File: config.mk
export PLATFORM = sky130hd
export DESIGN_NAME = dark_count_run_controller
export DESIGN_NICKNAME = d
export VERILOG_FILES = /design/src/rtl/dark_count_run_controller.sv
export SDC_FILE = /design/constraint.sdc
export NUM_CORES = 1
export LEC_CHECK = 0
export ABC_AREA = 1
export BUFFER_PORTS_ARGS = -buffer_cell sky130_fd_sc_hd__buf_2
export CORE_MARGIN = 10
export CORE_UTILIZATION = 45
export DETAILED_ROUTE_END_ITERATION = 8
export GPL_TIMING_DRIVEN = 0
export SLEW_MARGIN = 20
export SYNTH_ARGS = -nofsm -noshare
export SYNTH_HDL_FRONTEND = slang
export SYNTH_SLANG_ARGS = --single-unit
File: constraint.sdc
create_clock -name clk -period 2 [get_ports clk]
set_clock_uncertainty 0.15 [all_clocks]
set_input_delay 0.5 -clock clk [delete_from_list [all_inputs] [get_ports clk]]
set_output_delay 0.5 -clock clk [all_outputs]
set_load 0.005 [all_outputs]
File: src/rtl/dark_count_run_controller.sv
// Dark-count run controller: clears the pulse counter, opens a fixed-length
// gate, latches the count and overflow flag, then streams a 6-byte result frame
// (header, count MSB..LSB, overflow) to the UART transmitter.
module dark_count_run_controller #(
   parameter int unsigned GATE_CYCLES = 100_000_000,
   parameter int unsigned COUNT_WIDTH = 32,
   parameter logic [7:0]  CMD_START   = 8'h53,
   parameter logic [7:0]  CMD_ABORT   = 8'h58,
   parameter logic [7:0]  HEADER      = 8'hA5
) (
   input  logic                   clk,
   input  logic                   rst_button,
   input  logic                   start_button,
   input  logic [7:0]             rx_data,
   input  logic                   rx_valid,
   output logic [7:0]             tx_data,
   output logic                   tx_valid,
   input  logic                   tx_ready,
   output logic                   cnt_clear,
   output logic                   cnt_enable,
   input  logic [COUNT_WIDTH-1:0] cnt_value,
   input  logic                   cnt_overflow,
   output logic                   busy,
   output logic                   gate_led
);

   localparam int unsigned TIMER_W = $clog2(GATE_CYCLES) + 1;
   localparam logic [TIMER_W-1:0] TIMER_LAST = TIMER_W'(GATE_CYCLES - 1);
   localparam logic [2:0] LAST_IDX = 3'd5;

   typedef enum logic [2:0] {
      IDLE,
      CLEAR,
      GATE,
      LATCH,
      SEND
   } state_t;

   state_t                 state;
   logic [TIMER_W-1:0]     gate_timer;
   logic [COUNT_WIDTH-1:0] count_latched;
   logic                   overflow_latched;
   logic [2:0]             idx;
   logic                   abort_pending;

   logic start_event;
   logic abort_event;
   logic accept;

   assign start_event = start_button | (rx_valid && (rx_data == CMD_START));
   assign abort_event = rx_valid && (rx_data == CMD_ABORT);
   assign accept      = tx_valid & tx_ready;
   // The LED mirrors the registered gate enable, so it needs no register of its own.
   assign gate_led    = cnt_enable;

   // Frame byte for a given index; the overflow flag rides in the last byte.
   function automatic logic [7:0] frame_byte(input logic [2:0] i,
                                             input logic [COUNT_WIDTH-1:0] c,
                                             input logic o);
      case (i)
         3'd0:    frame_byte = HEADER;
         3'd1:    frame_byte = c[31:24];
         3'd2:    frame_byte = c[23:16];
         3'd3:    frame_byte = c[15:8];
         3'd4:    frame_byte = c[7:0];
         3'd5:    frame_byte = {7'b0, o};
         default: frame_byte = 8'h00;
      endcase
   endfunction

   // Run sequencer with all outputs registered; tx_valid never looks at tx_ready combinationally.
   always_ff @(posedge clk or negedge rst_button) begin
      if (!rst_button) begin
         state            <= IDLE;
         gate_timer       <= '0;
         count_latched    <= '0;
         overflow_latched <= 1'b0;
         idx              <= 3'd0;
         abort_pending    <= 1'b0;
         tx_data          <= 8'h00;
         tx_valid         <= 1'b0;
         cnt_clear        <= 1'b0;
         cnt_enable       <= 1'b0;
         busy             <= 1'b0;
      end else begin
         case (state)
            IDLE: begin
               if (start_event) begin
                  state     <= CLEAR;
                  cnt_clear <= 1'b1;
                  busy      <= 1'b1;
               end
            end
            CLEAR: begin
               cnt_clear  <= 1'b0;
               gate_timer <= '0;
               if (abort_event) begin
                  state <= IDLE;
                  busy  <= 1'b0;
               end else begin
                  state      <= GATE;
                  cnt_enable <= 1'b1;
               end
            end
            GATE: begin
               gate_timer <= gate_timer + 1'b1;
               if (abort_event) begin
                  state      <= IDLE;
                  cnt_enable <= 1'b0;
                  busy       <= 1'b0;
               end else if (gate_timer == TIMER_LAST) begin
                  state      <= LATCH;
                  cnt_enable <= 1'b0;
               end
            end
            LATCH: begin
               // The counter has been frozen for one cycle, so its value is final here.
               if (abort_event) begin
                  state <= IDLE;
                  busy  <= 1'b0;
               end else begin
                  count_latched    <= cnt_value;
                  overflow_latched <= cnt_overflow;
                  idx              <= 3'd0;
                  abort_pending    <= 1'b0;
                  tx_data          <= HEADER;
                  tx_valid         <= 1'b1;
                  state            <= SEND;
               end
            end
            SEND: begin
               // An abort lets the byte already on offer complete before stopping.
               if (abort_event) begin
                  abort_pending <= 1'b1;
               end
               if (accept) begin
                  if ((idx == LAST_IDX) || abort_pending || abort_event) begin
                     state         <= IDLE;
                     tx_valid      <= 1'b0;
                     tx_data       <= 8'h00;
                     busy          <= 1'b0;
                     idx           <= 3'd0;
                     abort_pending <= 1'b0;
                  end else begin
                     idx     <= idx + 3'd1;
                     tx_data <= frame_byte(idx + 3'd1, count_latched, overflow_latched);
                  end
               end
            end
            default: begin
               state      <= IDLE;
               tx_valid   <= 1'b0;
               cnt_clear  <= 1'b0;
               cnt_enable <= 1'b0;
               busy       <= 1'b0;
            end
         endcase
      end
   end

endmodule

After elaboration in Yosys (flattened, before gate mapping)
Index checks and enable logic that the tools add are counted.
{"block": "word_totals", "output_inout_bits": 13, "inputBits": 46, "regBits": 80}
{"block": "classes", "add_sub_neg": 2, "bitwise": 6, "n_mux": 34, "n_reduce_logical": 20, "eq_ne": 20}
{"op": "$pmux W28 S2", "n": 1}
{"op": "$pmux W8 S6", "n": 1}
{"op": "$add A28 B1 Y28 const B", "n": 1}
{"op": "$eq A28 B27 Y1 const B", "n": 1}
{"op": "$mux W3", "n": 9}
{"op": "$mux W8", "n": 3}
{"op": "$eq A8 B7 Y1 const B", "n": 2}
{"op": "$pmux W8 S2", "n": 1}
{"op": "$pmux W3 S5", "n": 1}
{"op": "$eq A3 B2 Y1 const B", "n": 4}
{"op": "$eq A3 B3 Y1 const B", "n": 4}
{"op": "$reduce_and A4 Y1", "n": 3}
{"op": "$reduce_or A3 Y1", "n": 4}
{"op": "$mux W1", "n": 11}
{"op": "$ne A2 B2 Y1 const B", "n": 5}
{"op": "$pmux W1 S3", "n": 3}
{"op": "$eq A3 B1 Y1 const B", "n": 2}
{"op": "$logic_not A3 Y1", "n": 2}
{"op": "$pmux W3 S2", "n": 1}
{"op": "$reduce_and A2 Y1", "n": 3}
{"op": "$reduce_and A3 Y1", "n": 2}
{"op": "$not A1 Y1", "n": 4}
{"op": "$pmux W1 S2", "n": 2}
{"op": "$reduce_bool A2 Y1", "n": 2}
{"op": "other kinds (8)", "n": 10}

Logic depth before layout (Yosys ltp)
{"block": "depth", "ltp_word": 6, "ltp_mapped": 10, "mapped_depth_nobuf": 10}

Least setup slack after synthesis
No wires, ideal clock.
{"block": "synth_path", "kind": "reg-to-reg", "startpoint": "register idx[0]", "endpoint": "register tx_data[3]", "path_slack_ns": 0.264, "setup_ns": 0.117, "synth_period_minus_slack_ns": 1.736, "required_ns": 1.733, "path_stages_with_launch": 11, "n_path_buf": 0, "t_arrival_ns": 1.469, "cell_sequence": "dfrtp_1 > ha_1 > ha_1 > nand2_1 > inv_1 > nand2_1 > nand3_1 > a21oi_1 > nor2_1 > nand3_1 > nand2_1"}
{"block": "synth_between", "elab_chain_cells": 6, "word_cells_on_any_way": 14}
{"item": "start: declaration", "line_no": "43", "rtl": "logic [2:0] idx;"}
{"item": "start signal: assignment", "line_no": "145", "rtl": "idx <= idx + 3'd1;"}
{"item": "$add A3 B1 Y3 or $eq A3 B3 Y1 (tied branches)", "line_no": "146, 137"}
{"item": "$eq A3 B3 Y1 (tied with other cells)", "line_no": "60", "rtl": "case (i)"}
{"item": "$pmux W8 S6 or $logic_or A1 B1 Y1 (tied branches)", "line_no": "60, 137"}
{"item": "$mux W8 *", "line_no": "137", "rtl": "if ((idx == LAST_IDX) || abort_pending || abort_event) begin"}
{"item": "$mux W8 *", "line_no": "136", "rtl": "if (accept) begin"}
{"item": "$pmux W8 S2 *", "line_no": "86", "rtl": "case (state)"}
{"item": "end signal: assignment", "line_no": "146", "rtl": "tx_data <= frame_byte(idx + 3'd1, count_latched, overflow_latched);"}
{"item": "end: declaration", "line_no": "16", "rtl": "output logic [7:0] tx_data,"}
Every way passes the cells marked *; elsewhere a longest branch is shown, timed or not. The select of a mux whose other input is x is not followed.
A chain may end at the register's enable or synchronous reset.

Worst setup path after layout
Same ends and word-level chain as after synthesis.

==> results.yml <==
sta:
  worst_pin_slew_ns: 0.450
  timing.final.ws_setup_ns: 0.118
  top_achievable_clock_speed_mhz: 531
  setup_total_negative_slack_ns: 0
  finalMaxSlewViolations: 0
  final.hold.worst_slack_ns: 0.224
  hold_violations: 0
  fin_crit_sh_pct: 94.1
  timing.final.setup_violations: 0
  finalWorstPathRequiredPeriod_ns: 1.88
  slew-limit-headroom_pct: 70.0
finish:
  count_of_fill_cells_added_during_filler_insertion: 986
  final_common_cell: "sky130_fd_sc_hd__nand2_1"
  post_route_cells_drive_above_1_share_pct: 16.1
  ff_latch_area_um2: 2000
  multi_input_comb_area_um2: 2040
  final_cell_count_no_fill: 812
  stdcell_area_um2: 5150
  insertedDiodeCount: 0
  syn2layout_area_growth_pct: 17.3
  mostFrequentLayoutCells: "184 x sky130_fd_sc_hd__nand2_1, 80 x sky130_fd_sc_hd__dfrtp_1, 69 x sky130_fd_sc_hd__inv_1"
  numnets_final: 732
  util_after_layout_pct: 55.0
place:
  dp_cells: 796
  placement.cell_area_um2: 4870
  port-buffer-count: 58
  place.detailed.hpwl_um: 9080
  globalplace.congestion: 0.909
  preCtsSetupSlack_ns: -0.155
yosys:
  synth_seq_area_share_pct: 45.6
  netlist_area_um2: 4390
  ys_seq_elements: 80
  post_synth_inst_count: 608
  ys_types: 32
  syn-num-nets: 661
  syn_avg_cell_area_um2: 7.22
  synth-warning-count: 0
grt:
  grt_pass1_vias: 3979
  antenna_violations_before_repair: 0
  grt.total_usage_pct: 16.3
  grt_first_pass_wirelength_um: 19300
  grt_start_max_net_pins: 57
  gr-total-overflow: 0
hold_path:
  whs_path_depth: 3
  whs_endpoint: "count_latched[18]$_DFFE_PN0N_"
  min_path_type: "input port to flop"
  min_delay_startpoint: "cnt_value[18]"
setup_path:
  maximum_fanout_along_the_worst_path: 5
  timing.reg2reg.setup_slack_ns: 0.12
  setup.worst_path.class: "flop to flop"
  regToRegEndpoint: "tx_data[3]$_DFFE_PN0P_"
  worst_setup_path_end_kind: "flop"
  critPathRequiredTime_ns: 2.09
  worst_r2r_startpoint: "idx[0]$_DFFE_PN0P_"
  startpoint_type: "flop"
  worst_r2r_path_depth: 10
  timing.critical_path.arrival_ns: 1.98
clock_network:
  total_cts_buffers: 9
  clock_root_buffer_master: "sky130_fd_sc_hd__clkbuf_8"
  cts_setup_buffers: 0
  clock_latency_reported_for_the_late_side_of_the_worst_skew_pair_ns: 0.35
  cts_max_level: 3
  clk_path_buf_depth: 2
  clock_tree_from_tritoncts: "yes"
  cts_sinks: 80
  clkTransAtPathRegs_ns: 0.09
die:
  fp.dieH_um: 119
  core_area_um2: 9370
  width_of_the_die_um: 119
  design.die.area_um2: 14100
  initial_utilization_pct: 46.8
  floorplan.io_pins: 59
  rows: 35
detailed_routing:
  route.vias.total: 4147
  drc: 0
  first_pass_iters: 5
  first_iter_violations: 323
  antenna_left: 0
  postRouteWirelength_um: 11700
  wl_per_cell_um: 14.4
  routed_via_density: 5.11
power:
  vdd_ir_drop_max_mv: 0.730
  power.total_mw: 6.06
  p_per_area_nw_per_um2: 1180
  p_leak_nw: 2.60
flow_run:
  max_cap_violations: 0
outcome:
  status: "complete, no violations"
==> state kept, by name, indices dropped and copies added, names as in the netlist <==
name and flops:
count_latched 32, cnt_enable 1, gate_timer 28, tx_data 8
tx_valid 1, abort_pending 1, cnt_clear 1, busy 1
overflow_latched 1, idx 3, state 3
==> power breakdown <==
part | switching (mW) | internal (mW) | total [mW]
clock | 0.618 | 0.832 | 1.45
sequential | 0.268 | 2.09 | 2.35
combinational | 1.47 | 0.792 | 2.26
total | 2.35 | 3.71 | 6.06
==> cell usage after synthesis <==
master / number / area, um^2
sky130_fd_sc_hd__nand2_1: 187 / 702
sky130_fd_sc_hd__dfrtp_1: 80 / 2000
sky130_fd_sc_hd__inv_1: 72 / 270
sky130_fd_sc_hd__nand3_1: 68 / 340
sky130_fd_sc_hd__nor2_1: 68 / 255
sky130_fd_sc_hd__o21ai_0: 30 / 150
sky130_fd_sc_hd__a21oi_1: 27 / 135
sky130_fd_sc_hd__nor3_1: 11 / 55.1
sky130_fd_sc_hd__o22ai_1: 9 / 56.3
sky130_fd_sc_hd__ha_1: 7 / 87.6
sky130_fd_sc_hd__buf_2: 6 / 30.0
sky130_fd_sc_hd__nand4_1: 6 / 37.5
sky130_fd_sc_hd__inv_2: 5 / 18.8
sky130_fd_sc_hd__a22oi_1: 4 / 30.0
sky130_fd_sc_hd__buf_4: 4 / 30.0
sky130_fd_sc_hd__clkbuf_1: 4 / 15.0
sky130_fd_sc_hd__a31oi_1: 2 / 12.5
sky130_fd_sc_hd__nand2_2: 2 / 12.5
sky130_fd_sc_hd__o21a_1: 2 / 15.0
sky130_fd_sc_hd__or2_2: 2 / 12.5
sky130_fd_sc_hd__a2bb2oi_1: 1 / 8.76
sky130_fd_sc_hd__buf_1: 1 / 3.75
sky130_fd_sc_hd__buf_6: 1 / 11.3
sky130_fd_sc_hd__nand3_2: 1 / 10.0
sky130_fd_sc_hd__nand3b_1: 1 / 7.51
sky130_fd_sc_hd__nor2_2: 1 / 6.26
sky130_fd_sc_hd__nor2_8: 1 / 20.0
sky130_fd_sc_hd__nor3_4: 1 / 16.3
sky130_fd_sc_hd__o21ai_1: 1 / 5.00
sky130_fd_sc_hd__o21ai_4: 1 / 16.3
sky130_fd_sc_hd__o21bai_1: 1 / 7.51
sky130_fd_sc_hd__o32ai_1: 1 / 8.76
==> area by class of cell <==
class	count	area share, %
Buffer	16	1.77
Clock buffer	9	2.41
Clock inverter	6	2.24
Inverter	77	5.61
Multi-Input combinational cell	435	39.6
Sequential cell	80	38.9
Tap cell	129	3.13
Timing Repair Buffer	60	6.41
==> worst max path at each step <==
stage	from	to	cells after the start
3_3_place_gp	rst_button	count_latched[3]$_DFFE_PN0N_	1
5_1_grt	gate_timer[0]$_DFFE_PN0P_	gate_timer[22]$_DFFE_PN0P_	10
4_1_cts	idx[0]$_DFFE_PN0P_	tx_data[0]$_DFFE_PN0P_	9
2_1_floorplan	idx[0]$_DFFE_PN0P_	tx_data[3]$_DFFE_PN0P_	10
3_5_place_dp	rx_data[5]	tx_valid$_DFFE_PN0P_	10
6_report	idx[0]$_DFFE_PN0P_	tx_data[3]$_DFFE_PN0P_	10
==> repair_timing <==
item	in CTS	in global routing
hold endpoints to repair	24	0
setup endpoints to repair	3	11
hold buffers	1	0
resized for setup	5	8
==> kinds of logic after synthesis <==
| kind of cell | after synthesis | share of synthesized area (%) |
|---|---|---|
| buf+inv | 93 | 8.64 |
| compound gates | 79 | 10.1 |
| fa+ha+maj | 7 | 2.00 |
| flops | 80 | 45.6 |
| simple gates | 349 | 33.6 |
==> routing by layer <==
metal	vias up	global-route usage [%]	share of wire, %
met5	-	0	0
met4	0	3.89	0.89
met3	8	4.33	6.2
met2	113	22.7	40
met1	1938	24.3	52
li1	2088	-	-
==> critical path, stage by stage (launching register included) <==
cell and delay, ns:
sky130_fd_sc_hd__dfrtp_1 0.41, sky130_fd_sc_hd__ha_1 0.26, sky130_fd_sc_hd__ha_4 0.25, sky130_fd_sc_hd__nand2_2 0.11, sky130_fd_sc_hd__inv_2 0.08, sky130_fd_sc_hd__nand2_1 0.06
sky130_fd_sc_hd__nand3_1 0.09, sky130_fd_sc_hd__a21oi_2 0.17, sky130_fd_sc_hd__nor2_1 0.07, sky130_fd_sc_hd__nand3_1 0.08, sky130_fd_sc_hd__nand2_1 0.05
Note: power is estimated with default switching activity, not from simulation.
